## config.mk

```make
export PLATFORM = sky130hd
export DESIGN_NAME = cva6_tlb_sv32
export DESIGN_NICKNAME = d
export VERILOG_FILES = /design/src/rtl/cva6_tlb_sv32_pkg.sv /design/src/rtl/cva6_tlb_sv32_plru.sv /design/src/rtl/cva6_tlb_sv32.sv
export SDC_FILE = /design/constraint.sdc
export NUM_CORES = 1
export LEC_CHECK = 0
export ABC_AREA = 1
export CAP_MARGIN = 20
export CORE_ASPECT_RATIO = 0.8
export CORE_MARGIN = 1.5
export CORE_UTILIZATION = 51
export DETAILED_ROUTE_END_ITERATION = 12
export GPL_TIMING_DRIVEN = 0
export MAX_ROUTING_LAYER = met4
export PLACE_DENSITY_LB_ADDON = 0.25
export SYNTH_ARGS = -nofsm -noshare
export SYNTH_HDL_FRONTEND = slang
export SYNTH_HIERARCHICAL = 1
export SYNTH_SLANG_ARGS = --single-unit
export TNS_END_PERCENT = 30
```

## constraint.sdc

```tcl
create_clock -name clk_i -period 12.4 [get_ports clk_i]
set_clock_uncertainty 0.15 [all_clocks]
set_input_delay 1.24 -clock clk_i [delete_from_list [all_inputs] [get_ports clk_i]]
set_output_delay 1.24 -clock clk_i [all_outputs]
set_load 0.01 [all_outputs]
```

## src/rtl/cva6_tlb_sv32_pkg.sv

```systemverilog
`default_nettype none
// ============================================================================
// Module   : cva6_tlb_sv32_pkg
// Brief    : Tag layout, widths and update_i field offsets shared by the Sv32
//            TLB. Build macro CVA6_TLB_PLRU_EN selects pseudo-LRU replacement.
// Revision : 1.0 - initial release
// ============================================================================
package cva6_tlb_sv32_pkg;

   localparam int c_tag_w     = 31;
   localparam int c_content_w = 32;
   localparam int c_upd_w     = 63;

   localparam int c_upd_valid   = 62;
   localparam int c_upd_is_4m   = 61;
   localparam int c_upd_vpn1_hi = 60;
   localparam int c_upd_vpn1_lo = 51;
   localparam int c_upd_vpn0_hi = 50;
   localparam int c_upd_vpn0_lo = 41;
   localparam int c_upd_asid_hi = 40;
   localparam int c_upd_asid_lo = 32;
   localparam int c_upd_pte_hi  = 31;
   localparam int c_upd_pte_lo  = 0;

   typedef struct packed {
      logic [8:0] asid;
      logic [9:0] vpn1;
      logic [9:0] vpn0;
      logic       is_4M;
      logic       valid;
   } tlb_tag_t;

endpackage
`default_nettype wire

```

## src/rtl/cva6_tlb_sv32_plru.sv

```systemverilog
`default_nettype none
// ============================================================================
// Module   : tlb_plru_tree
// Brief    : Binary-tree pseudo-LRU over ENTRIES leaves (ENTRIES-1 node bits).
//            Used by cva6_tlb_sv32 when CVA6_TLB_PLRU_EN is defined.
// Revision : 1.0 - initial release
// ============================================================================
module tlb_plru_tree #(
   parameter int ENTRIES = 4
) (
   input  logic                       clk,
   input  logic                       rst,
   input  logic                       i_touch_valid,
   input  logic [$clog2(ENTRIES)-1:0] i_touch_idx,
   output logic [$clog2(ENTRIES)-1:0] o_victim_idx
);

   localparam int c_idx_w = $clog2(ENTRIES);

   // Node n of level l sits at heap index 2**l-1+p; a set bit steers the victim right.
   logic [ENTRIES-2:0] r_tree;
   logic [ENTRIES-2:0] w_tree_nxt;
   logic [c_idx_w-1:0] w_victim;

   always_comb begin
      w_tree_nxt = r_tree;
      if (i_touch_valid) begin
         for (int l = 0; l < c_idx_w; l++) begin
            for (int p = 0; p < (1 << l); p++) begin
               if (int'(i_touch_idx >> (c_idx_w - l)) == p) begin
                  w_tree_nxt[(1 << l) - 1 + p] = ~i_touch_idx[c_idx_w - 1 - l];
               end
            end
         end
      end
   end

   always_comb begin
      w_victim = '0;
      for (int l = 0; l < c_idx_w; l++) begin
         for (int p = 0; p < (1 << l); p++) begin
            if ((int'(w_victim >> (c_idx_w - l)) == p) && r_tree[(1 << l) - 1 + p]) begin
               w_victim[c_idx_w - 1 - l] = 1'b1;
            end
         end
      end
   end

   assign o_victim_idx = w_victim;

   always_ff @(posedge clk or posedge rst) begin
      if (rst) begin
         r_tree <= '0;
      end else begin
         r_tree <= w_tree_nxt;
      end
   end

endmodule
`default_nettype wire

```

## src/rtl/cva6_tlb_sv32.sv

```systemverilog
`default_nettype none
// ============================================================================
// Module   : cva6_tlb_sv32
// Brief    : Fully-associative Sv32 TLB with 4 MiB superpages, filtered flush
//            and round-robin replacement (pseudo-LRU with CVA6_TLB_PLRU_EN).
// Revision : 1.0 - initial release
// ============================================================================
module cva6_tlb_sv32
   import cva6_tlb_sv32_pkg::*;
#(
   parameter int TLB_ENTRIES = 4,
   parameter int ASID_WIDTH  = 1
) (
   input  logic                                clk_i,
   input  logic                                rst_i,
   input  logic                                flush_i,
   input  logic [c_upd_w-1:0]                  update_i,
   input  logic                                lu_access_i,
   input  logic [ASID_WIDTH-1:0]               lu_asid_i,
   input  logic [31:0]                         lu_vaddr_i,
   input  logic [ASID_WIDTH-1:0]               asid_to_be_flushed_i,
   input  logic [31:0]                         vaddr_to_be_flushed_i,
   output logic [c_content_w-1:0]              lu_content_o,
   output logic                                lu_is_4M_o,
   output logic                                lu_hit_o,
   output logic [TLB_ENTRIES*c_content_w-1:0]  port_content_q_o,
   output logic [TLB_ENTRIES*c_tag_w-1:0]      port_tags_q_o
);

   localparam int c_idx_w = $clog2(TLB_ENTRIES);

   tlb_tag_t               r_tags    [TLB_ENTRIES];
   logic [c_content_w-1:0] r_content [TLB_ENTRIES];

   logic [TLB_ENTRIES-1:0] w_hit;
   logic [TLB_ENTRIES-1:0] w_flush_match;
   logic                   w_hit_any;
   logic                   w_all_valid;
   logic                   w_upd_we;
   logic                   w_flush_asid_any;
   logic                   w_flush_vaddr_any;
   logic [c_idx_w-1:0]     w_hit_idx;
   logic [c_idx_w-1:0]     w_free_idx;
   logic [c_idx_w-1:0]     w_policy_idx;
   logic [c_idx_w-1:0]     w_victim_idx;
   tlb_tag_t               w_new_tag;
   logic                   w_unused;

   assign w_flush_asid_any  = (asid_to_be_flushed_i == '0);
   assign w_flush_vaddr_any = (vaddr_to_be_flushed_i == '0);
   assign w_upd_we          = update_i[c_upd_valid] & ~flush_i;

   assign w_new_tag = {update_i[c_upd_asid_hi:c_upd_asid_lo],
                       update_i[c_upd_vpn1_hi:c_upd_vpn1_lo],
                       update_i[c_upd_vpn0_hi:c_upd_vpn0_lo],
                       update_i[c_upd_is_4m],
                       1'b1};

   // A zero filter is a wildcard, so the four flush modes collapse to one AND of two terms.
   always_comb begin
      w_hit         = '0;
      w_flush_match = '0;
      for (int i = 0; i < TLB_ENTRIES; i++) begin
         w_hit[i] = r_tags[i].valid
                 && (r_tags[i].asid[ASID_WIDTH-1:0] == lu_asid_i)
                 && (r_tags[i].vpn1 == lu_vaddr_i[31:22])
                 && (r_tags[i].is_4M || (r_tags[i].vpn0 == lu_vaddr_i[21:12]));
         w_flush_match[i] =
              (w_flush_asid_any || (r_tags[i].asid[ASID_WIDTH-1:0] == asid_to_be_flushed_i))
           && (w_flush_vaddr_any
               || ((r_tags[i].vpn1 == vaddr_to_be_flushed_i[31:22])
                   && (r_tags[i].is_4M || (r_tags[i].vpn0 == vaddr_to_be_flushed_i[21:12]))));
      end
   end

   // Descending scan so the lowest-index hit is the last one written.
   always_comb begin
      w_hit_any    = 1'b0;
      w_hit_idx    = '0;
      lu_content_o = '0;
      lu_is_4M_o   = 1'b0;
      for (int i = TLB_ENTRIES - 1; i >= 0; i--) begin
         if (w_hit[i]) begin
            w_hit_any    = 1'b1;
            w_hit_idx    = i[c_idx_w-1:0];
            lu_content_o = r_content[i];
            lu_is_4M_o   = r_tags[i].is_4M;
         end
      end
   end

   assign lu_hit_o = w_hit_any;

   always_comb begin
      w_all_valid = 1'b1;
      w_free_idx  = '0;
      for (int i = TLB_ENTRIES - 1; i >= 0; i--) begin
         if (!r_tags[i].valid) begin
            w_all_valid = 1'b0;
            w_free_idx  = i[c_idx_w-1:0];
         end
      end
   end

   assign w_victim_idx = w_all_valid ? w_policy_idx : w_free_idx;

`ifdef CVA6_TLB_PLRU_EN
   logic               w_touch_valid;
   logic [c_idx_w-1:0] w_touch_idx;

   // A write and a hit lookup in the same cycle: the write is the more recent use.
   assign w_touch_valid = w_upd_we | (lu_access_i & w_hit_any);
   assign w_touch_idx   = w_upd_we ? w_victim_idx : w_hit_idx;

   tlb_plru_tree #(
      .ENTRIES (TLB_ENTRIES)
   ) u_plru (
      .clk           (clk_i),
      .rst           (rst_i),
      .i_touch_valid (w_touch_valid),
      .i_touch_idx   (w_touch_idx),
      .o_victim_idx  (w_policy_idx)
   );
`else
   logic [c_idx_w-1:0] r_rr_ptr;

   always_ff @(posedge clk_i or posedge rst_i) begin
      if (rst_i) begin
         r_rr_ptr <= '0;
      end else if (w_upd_we && w_all_valid) begin
         r_rr_ptr <= r_rr_ptr + c_idx_w'(1);
      end
   end

   assign w_policy_idx = r_rr_ptr;
`endif

   assign w_unused = ^{lu_access_i, lu_vaddr_i[11:0], w_hit_idx};

   always_ff @(posedge clk_i or posedge rst_i) begin
      if (rst_i) begin
         for (int i = 0; i < TLB_ENTRIES; i++) begin
            r_tags[i]    <= '0;
            r_content[i] <= '0;
         end
      end else if (flush_i) begin
         for (int i = 0; i < TLB_ENTRIES; i++) begin
            if (w_flush_match[i]) begin
               r_tags[i].valid <= 1'b0;
            end
         end
      end else if (w_upd_we) begin
         for (int i = 0; i < TLB_ENTRIES; i++) begin
            if (w_victim_idx == i[c_idx_w-1:0]) begin
               r_tags[i]    <= w_new_tag;
               r_content[i] <= update_i[c_upd_pte_hi:c_upd_pte_lo];
            end
         end
      end
   end

   for (genvar g = 0; g < TLB_ENTRIES; g++) begin : g_port
      assign port_tags_q_o[g*c_tag_w +: c_tag_w]            = r_tags[g];
      assign port_content_q_o[g*c_content_w +: c_content_w] = r_content[g];
   end

endmodule
`default_nettype wire

```

==> results by group, run 1 <==
Final layout
  • Area Growth Syn to Fin: 40.2%
  • Layout Utilization: 73.5%
  • Final instance area: 0.0187 sq mm
  • Fillers: 1902
  • Layout cells sized above 1: 5.84%
  • Layout Nets: 2372

Timing
  • Max Fclk: 172 MHz
  • Tmin final: 5.83 ns
  • Period utilization: 47.0%
  • Worst-Margin Slew: 0.997 ns
  • Final Setup Violations: 0
  • Rel. slew slack: 33.5%
  • Final hold vios: 0
  • Setup TNS Final: 0 ns
  • RSZ-0062 raised after global routing: no
  • Worst setup margin: 6.57 ns
  • Max Slew Vio Count: 0

Route
  • Drt drc: 0
  • Vias per Instance: 5.74
  • WL/cell: 22.1 um
  • Vias: 15000
  • Routed wire length: 57800 um
  • DR pass1 iterations: 6
  • Initial drt markers: 1473
  • Detail Route Antenna Nets: 0

Worst setup path
  • FF-to-FF setup slack: 9.83 ns
  • Max stage delay on crit path: 0.61 ns
  • Cell Chain, Critical Path: clkdlybuf4s50_1, inv_1, nand2_1, o21ai_0, nor2_1, nand2_1, nor2_1, nand2_1, a21oi_2, buf_2, nand2_1, nand2_1, nor2_1, nor2_1, clkdlybuf4s50_1
  • Worst Setup Start Kind: input port
  • Buf/Inv on CP: 4
  • Delay-heaviest family, CP: buffers and inverters
  • CP Capture Type: output port
  • Worst Path Arrival: 4.44 ns
  • Worst endpoint required time: 11.01 ns
  • Critical path class: input port to output port
  • CP dominant cell by count: nand2_1
  • Critical Path Fanout Max: 10
  • Slowest CP cell: clkdlybuf4s50_1

Yosys
  • Synthesized area: 0.0134 sq mm
  • Synth top area share: 47.5%
  • Ys Warns: 6
  • Most frequent cell after synthesis: nand2_1
  • Mean post-synth cell area: 7.38 sq um
  • Number of synthesized flops with an enable pin: 0
  • FFs w/ async S/R, synth: 100%
  • Netlist cell types: 39
  • Synthesized flop and latch total: 254
  • Sequential fraction of the synthesis area: 47.5%
  • Yosys top cell by area: dfrtp_1
  • Top post-synthesis cells by area: dfrtp_1, nand2_1, o21ai_0
  • Syn Nets: 1946
  • Most frequent cells after synthesis: nand2_1, o21ai_0, dfrtp_1
  • Ys flop type: dfrtp_1
  • Syn Inst Count: 1813

Pwr
  • Worst vdd ir: 147 uV
  • Lkg Pwr: 0.00900 uW
  • PwrDens: 250 mW/mm^2

Placed design
  • Placement Cell Area: 0.0178 sq mm
  • Worst slack, placed: 6.66 ns
  • Placer Congestion: 1.04
  • Port Buf Inserts: 395
  • Hpwl dp: 43000 um

Clock network
  • Cts bufs inserted: 27
  • Worst-skew pair later-pin latency: 0.55 ns
  • Post-CTS sizing: 0
  • CTS root buffer: clkbuf_16
  • CTS tree: done
  • Htree depth: 1
  • Clk buf depth: 3
  • Setup Buffers After CTS: 0
  • Hold-fix buffers at CTS: 0
  • TritonCTS Sinks: 254
  • CTS clk-pin slew, worst paths: 0.06 ns

Job
  • Max Cap Violations: 0

Floorplanning
  • Die W: 184 um
  • Die Ht: 148 um
  • Initial core utilization: 52.4%
  • I/O pins: 419
  • Core ar.: 0.0255 sq mm
  • Site row count: 52
  • Area of the die: 0.0272 sq mm

Global routing
  • First-pass GRT wire length: 86800 um
  • Number of global-route vias before repair: 14800
  • Grt ovf: 0
  • Largest net degree at the start of global routing: 104
  • Overall Global Routing Usage: 43.6%
  • Initial antenna violation count: 2

Min path
  • Hold WC Path Type: flop to flop

Outcome
  • Status: completed
[path summary, 6_finish.rpt]
kind / startpoint / endpoint / cells after the start
worst min register to register: r_rr_ptr[1] / r_rr_ptr[1] / 1
max in group asynchronous: rst_i / port_tags_q_o[2] / 4
worst max register to register: port_tags_q_o[62] / port_tags_q_o[116] / 9
min in group asynchronous: rst_i / port_tags_q_o[119] / 2
worst max-delay path: lu_vaddr_i[12] / lu_content_o[24] / 15
worst min-delay path: r_rr_ptr[1] / r_rr_ptr[1] / 1
[cell type report]
type                       instances  area, sq um  area share [%]
antenna                            2         5.00          0.0267
buffer                            83          432            2.30
clock buffer                      36          729            3.89
clock inverter                    13          186           0.994
inverter                         240          908            4.84
multi-input combinational       1236         5680            30.3
sequential                       254         6360            33.9
tap                              351          439            2.34
timing repair buffer             397         4010            21.4
[worst reg2reg max path, stage by stage, from the launching register on]
cell and delay, ns:
dfrtp_1 0.47, nand2_1 0.15, nor2_1 0.08, a21boi_1 0.14, o21a_1 0.18, inv_2 0.05, nor2_1 0.31, inv_1 0.16
clkbuf_1 0.41, o21ai_0 0.36
[registers in the layout (all words and copies together) (netlist names)]
signal            count
port_content_q_o    128
port_tags_q_o       124
r_rr_ptr              2
[metal layers]
| layer | vias up | global-route usage, % | part of all wire [%] |
|---|---|---|---|
| li1 | 6548 | - | - |
| met1 | 7127 | 54.9 | 37 |
| met2 | 1120 | 66.6 | 45 |
| met3 | 210 | 10.7 | 13 |
| met4 | 0 | 19.4 | 4.8 |
| met5 | - | - | 0 |
[stage by stage]
step           total power (uW)  hold slack, ns  instances
2_1_floorplan              2480           0.292       1813
3_3_place_gp               3690           0.311       2559
3_5_place_dp               3750           0.309       2561
4_1_cts                    4630           0.328       2610
5_1_grt                    4900           0.333       2612
6_report                   4700           0.339       2612
[kinds of logic (layout without fill, tap and decap cells)]
kind of cell	Yosys count	after routing	synth area share (%)
xor gates and xnor gates	57	57	3.73
other	0	2	0
buffers and inverters	323	769	9.96
DFF	254	254	47.5
AOI/OAI and AO/OA	340	340	13.5
and+or+nand+nor	839	839	25.3
[where the power goes]
group          total [uW]  switching [uW]  internal [uW]
clock                 865             366            499
sequential           1670             460           1210
combinational        2160            1140           1020
[cell usage in the layout, fill, tap and decap left out, types with 3 or more instances in the layout]
cell type        Yosys  final
nor2_2               3      3
a21oi_1             11     11
clkinv_2             0      5
o22ai_1             43     43
dfrtp_1            254    254
bufinv_16            0      4
nor3_1               4      4
clkdlybuf4s50_1      0    395
nand4_1             19     19
clkbuf_1            34     41
nor4_1              11     11
nor2_1             200    200
clkbuf_16            0     27
buf_2               39     39
nor2_4               3      3
xnor2_1             45     45
nand2_2             11     11
xor2_1              12     12
o21ai_0            266    266
o21ai_1              7      7
inv_1              224    223
inv_2               15     15
nand2_1            525    525
buf_6                9      9
nand3_1             56     56
Note: power is estimated with default switching activity, not from simulation.
==> run 2: changes to the inputs <==
--- a/config.mk
+++ b/config.mk
@@ -9,7 +9,7 @@
 export CAP_MARGIN = 20
 export CORE_ASPECT_RATIO = 0.8
 export CORE_MARGIN = 1.5
-export CORE_UTILIZATION = 51
+export CORE_UTILIZATION = 47
 export DETAILED_ROUTE_END_ITERATION = 12
 export GPL_TIMING_DRIVEN = 0
 export MAX_ROUTING_LAYER = met4
==> constraint.sdc (replaced) <==
create_clock -name clk_i -period 5.7 [get_ports clk_i]
set_clock_uncertainty 0.15 [all_clocks]
set_input_delay 0.57 -clock clk_i [delete_from_list [all_inputs] [get_ports clk_i]]
set_output_delay 0.57 -clock clk_i [all_outputs]
set_load 0.01 [all_outputs]
==> results by group, run 2 (same netlist as run 1, synthesis figures left out) <==
Final layout
  • Commonest cells after routing, fill and taps aside: nand2_1, clkdlybuf4s50_1, o21ai_0, dfrtp_1, inv_1
  • Max reg flops: 128
  • Layout cells sized above 1: 6.14%
  • Layout Utilization: 66.8%
  • Finished Layout Cells: 2635
  • Area Growth Syn to Fin: 40.5%
  • Commonest non-fill, non-tap cell in the layout: nand2_1
  • Layout Nets: 2377

Clock network
  • Setup Buffers After CTS: 0
  • TritonCTS Sinks: 254
  • CTS clk-pin slew, worst paths: 0.06 ns
  • Worst-skew pair later-pin latency: 0.55 ns
  • Cts bufs inserted: 27
  • Clk buf depth: 3
  • Hold-fix buffers at CTS: 0
  • Htree depth: 1
  • CTS tree: done
  • Post-CTS sizing: 0
  • CTS root buffer: clkbuf_16

Floorplanning
  • I/O pins: 419
  • Die Ht: 154 um
  • Initial core utilization: 47.5%
  • Die W: 192 um
  • Area of the die: 0.0295 sq mm
  • Site row count: 55
  • Core ar.: 0.0281 sq mm

Global routing
  • Initial antenna violation count: 2
  • Grt ovf: 0
  • Overall Global Routing Usage: 40.0%
  • Largest net degree at the start of global routing: 43
  • Number of global-route vias before repair: 14100
  • First-pass GRT wire length: 86500 um

Placed design
  • Placer Congestion: 0.975
  • Worst slack, placed: 1.41 ns
  • Dpl cells: 2585
  • Port Buf Inserts: 395
  • Hpwl dp: 43800 um

Worst setup path
  • Delay-heaviest family, CP: buffers and inverters
  • Cell Chain, Critical Path: clkdlybuf4s50_1, inv_2, nand2_1, nand2_1, clkinv_1, nand2_1, nor2_1, nand2_1, nor2_1, o21ai_1, nand2_2, nand2_2, buf_6, nor2_1, nor2_1, nor2_1, clkdlybuf4s50_1
  • Buf/Inv on CP: 5
  • Worst r2r src: port_tags_q_o[93]
  • Max stage delay on crit path: 0.66 ns
  • CP startpoint: lu_vaddr_i[26]
  • WP depth: 17
  • CP Capture Type: output port
  • CP dominant cell by count: nor2_1
  • Worst Setup Start Kind: input port
  • Slowest CP cell: clkdlybuf4s50_1
  • Worst Path Arrival: 3.70 ns
  • Critical path class: input port to output port
  • Worst endpoint required time: 4.98 ns
  • Critical Path Fanout Max: 10
  • R2R cell count: 10

Timing
  • Final hold vios: 0
  • Max Fclk: 226 MHz
  • Worst setup margin: 1.28 ns
  • Final Setup Violations: 0
  • RSZ-0062 raised after global routing: no
  • Rel. slew slack: 39.7%
  • Max Slew Vio Count: 0
  • Worst-Margin Slew: 0.905 ns
  • Tmin final: 4.42 ns
  • Period utilization: 77.6%

Route
  • Detail Route Antenna Nets: 0
  • DR pass1 iterations: 5
  • WL/cell: 21.7 um
  • Drt drc: 0
  • Routed wire length: 57300 um
  • Vias per Instance: 5.54
  • Vias: 14600
  • Initial drt markers: 1409

Pwr
  • PwrDens: 533 mW/mm^2
  • Worst vdd ir: 316 uV
  • Tot Pwr: 10000 uW
  • Lkg Pwr: 0.00901 uW

Outcome
  • Status: completed

Job
  • Max Cap Violations: 0

Min path
  • Hold WC Path Type: input port to async pin
## run 2: cell count changes in the layout (fill, tap and decap cells not counted), moves of 3 or more
cell | previous run | this run
bufinv_16 | 4 | 1
buf_12 | 0 | 7
clkinv_2 | 5 | 8
clkbuf_8 | 2 | 5
clkbuf_1 | 41 | 38
## run 2: path summary, 6_finish.rpt
| check | to | slack (ns) |
|---|---|---|
| worst max-delay path | lu_content_o[2] | 1.28 |
| worst min-delay path | port_tags_q_o[28] | 0.22 |
| worst max register to register | port_content_q_o[111] | 3.19 |
| worst min register to register | port_tags_q_o[86] | 0.34 |
| max in group asynchronous | port_content_q_o[23] | 3.91 |
| min in group clk_i | port_tags_q_o[86] | 0.34 |
## run 2: cell type report
| type | instances | area [sq um] |
|---|---|---|
| antenna | 2 | 5.00 |
| buffer | 83 | 432 |
| clock buffer | 36 | 759 |
| clock inverter | 12 | 93.8 |
| fill | 2371 | 9350 |
| inverter | 240 | 905 |
| multi-input combinational | 1236 | 5680 |
| sequential | 254 | 6360 |
| tap | 370 | 463 |
| timing repair buffer | 402 | 4090 |
## run 2: metrics by stage
step / area [sq um] / TNS [ns] / hold WS [ns]
4_1_cts: 18800 / 0 / 0.237
2_1_floorplan: 13400 / 0 / 0.292
5_1_grt: 18800 / 0 / 0.269
3_5_place_dp: 17900 / 0 / 0.327
6_report: 18800 / 0 / 0.225
3_3_place_gp: 17800 / -46.63 / 0.312
## run 2: where the power goes
| part | internal, uW | switching [uW] | leakage, uW | total, uW |
|---|---|---|---|---|
| combinational | 2230 | 2410 | 0.00542 | 4640 |
| clock | 977 | 767 | 0.000423 | 1740 |
| sequential | 2630 | 1000 | 0.00317 | 3630 |
## run 2: metal layers
layer  track usage, %  up-vias  part of all wire, %
li1                 -     6558                    -
met3             8.49      119                   11
met2             60.1      829                   45
met1             54.2     7087                   41
met4             12.2        0                  3.2
met5                -        -                    0
==> run 3: changes to the inputs <==
==> constraint.sdc (replaced) <==
create_clock -name clk_i -period 4.15 [get_ports clk_i]
set_clock_uncertainty 0.15 [all_clocks]
set_input_delay 0.415 -clock clk_i [delete_from_list [all_inputs] [get_ports clk_i]]
set_output_delay 0.415 -clock clk_i [all_outputs]
set_load 0.01 [all_outputs]
==> results by group, run 3 (same netlist as run 1, synthesis figures left out) <==
Timing
  • Worst setup margin: 0.00701 ns
  • RSZ-0062 raised after global routing: no
  • Max Slew Vio Count: 0
  • Tmin final: 4.14 ns
  • Worst-Margin Slew: 0.918 ns
  • Setup TNS Final: 0 ns
  • Rel. slew slack: 38.8%
  • Final hold vios: 0
  • Period utilization: 99.8%
  • Max Fclk: 241 MHz
  • Final Setup Violations: 0
  • Hold slack: 0.0683 ns

Clock network
  • CTS root buffer: clkbuf_16
  • CTS clk-pin slew, worst paths: 0.06 ns
  • Cts bufs inserted: 27
  • CTS tree: done
  • TritonCTS Sinks: 254
  • Htree depth: 1
  • Worst-skew pair later-pin latency: 0.55 ns
  • Clk buf depth: 3

Pwr
  • Worst vdd ir: 435 uV
  • PwrDens: 731 mW/mm^2
  • Lkg Pwr: 0.00901 uW

Worst setup path
  • CP Capture Type: output port
  • Critical path class: input port to output port
  • Worst r2r src: port_tags_q_o[93]
  • Crit path capture: lu_content_o[2]
  • Critical Path Fanout Max: 10
  • FF-to-FF setup slack: 1.65 ns
  • FF-to-FF End: port_content_q_o[111]
  • Worst Path Arrival: 3.58 ns
  • Worst Setup Start Kind: input port
  • R2R cell count: 10
  • Worst endpoint required time: 3.59 ns
  • CP startpoint: lu_vaddr_i[26]

Final layout
  • Layout Nets: 2377
  • Commonest cells after routing, fill and taps aside: nand2_1, clkdlybuf4s50_1, o21ai_0, dfrtp_1, inv_1
  • Reg area: 0.00636 sq mm
  • Commonest non-fill, non-tap cell in the layout: nand2_1
  • Fillers: 2368
  • Finished Layout Cells: 2635
  • Area occupied by multi-input gates: 0.00570 sq mm
  • Layout Utilization: 66.8%
  • Max reg flops: 128
  • Layout cells sized above 1: 6.19%
  • Area Growth Syn to Fin: 40.6%

Placed design
  • Placer Congestion: 0.975
  • Dpl cells: 2585
  • Worst slack, placed: 0.174 ns
  • Hpwl dp: 43800 um
  • Port Buf Inserts: 395

Floorplanning
  • Die W: 192 um
  • Core ar.: 0.0281 sq mm
  • Initial core utilization: 47.5%
  • Site row count: 55
  • I/O pins: 419
  • Area of the die: 0.0295 sq mm
  • Die Ht: 154 um

Outcome
  • Status: completed

Global routing
  • Largest net degree at the start of global routing: 43
  • Number of global-route vias before repair: 14100
  • First-pass GRT wire length: 86500 um
  • Grt ovf: 0
  • Initial antenna violation count: 2
  • Overall Global Routing Usage: 40.0%

Route
  • Vias per Instance: 5.53
  • Routed wire length: 57300 um
  • Initial drt markers: 1443
  • Detail Route Antenna Nets: 0
  • DR pass1 iterations: 5
  • Vias: 14600
  • WL/cell: 21.8 um
  • Drt drc: 0

Job
  • Max Cap Violations: 0

Min path
  • Hold WC Path Type: input port to async pin
-- run 3: timing repair --
item / 4_1_cts / 5_1_grt
endpoints found under the hold margin: 0 / 0
endpoints found under the setup margin: 0 / 1
resized for setup: 0 / 2
buffers inserted: 0 / 0
hold buffers: 0 / 0
-- run 3: where the power goes --
group | switching [uW] | internal [uW]
Clock | 1050 | 1340
Sequential | 1370 | 3610
Combinational | 3320 | 3060
-- run 3: stage by stage --
step / area [sq um] / power [uW]
after floorplan: 13400 / 7430
after global placement: 17800 / 11100
after detailed placement: 17900 / 11200
after CTS: 18800 / 13600
after global routing: 18800 / 14500
final: 18800 / 13800
-- run 3: worst min path at each step --
stage / to / cells past startpoint
floorplan: r_rr_ptr[1] / 1
global placement: r_rr_ptr[1] / 1
detailed placement: port_tags_q_o[123] / 2
CTS: port_tags_q_o[28] / 2
global route: port_tags_q_o[28] / 2
finish: port_tags_q_o[28] / 2
-- run 3: cell type report --
type                    count  area share, %
flip-flops and latches    254           33.8
multi-input cells        1236           30.3
repair buffers            402           21.8
inverters                 240           4.81
clock buffers              36           4.04
well taps                 370           2.46
plain buffers              83           2.30
clock inverters            12          0.499
diodes                      2         0.0266
-- run 3: critical path, cell delays in order --
cell,delay [ns]
clkdlybuf4s50_1,0.67
inv_2,0.11
nand2_1,0.08
nand2_1,0.06
clkinv_1,0.04
nand2_1,0.04
nor2_1,0.13
nand2_1,0.06
nor2_1,0.40
o21ai_1,0.23
nand2_2,0.14
nand2_2,0.09
buf_6,0.17
nor2_1,0.09
nor2_1,0.05
nor2_1,0.22
clkdlybuf4s50_1,0.59
-- run 3: metal layers --
| layer | vias to the layer above | share of wire, % | GRT usage, % | wire [um] |
|---|---|---|---|---|
| li1 | 6557 | - | - | - |
| met1 | 7053 | 41 | 54.2 | 23600 |
| met2 | 844 | 45 | 60.1 | 25700 |
| met3 | 122 | 11 | 8.49 | 6140 |
| met4 | 0 | 3.3 | 12.2 | 1910 |
| met5 | - | 0 | - | 0 |
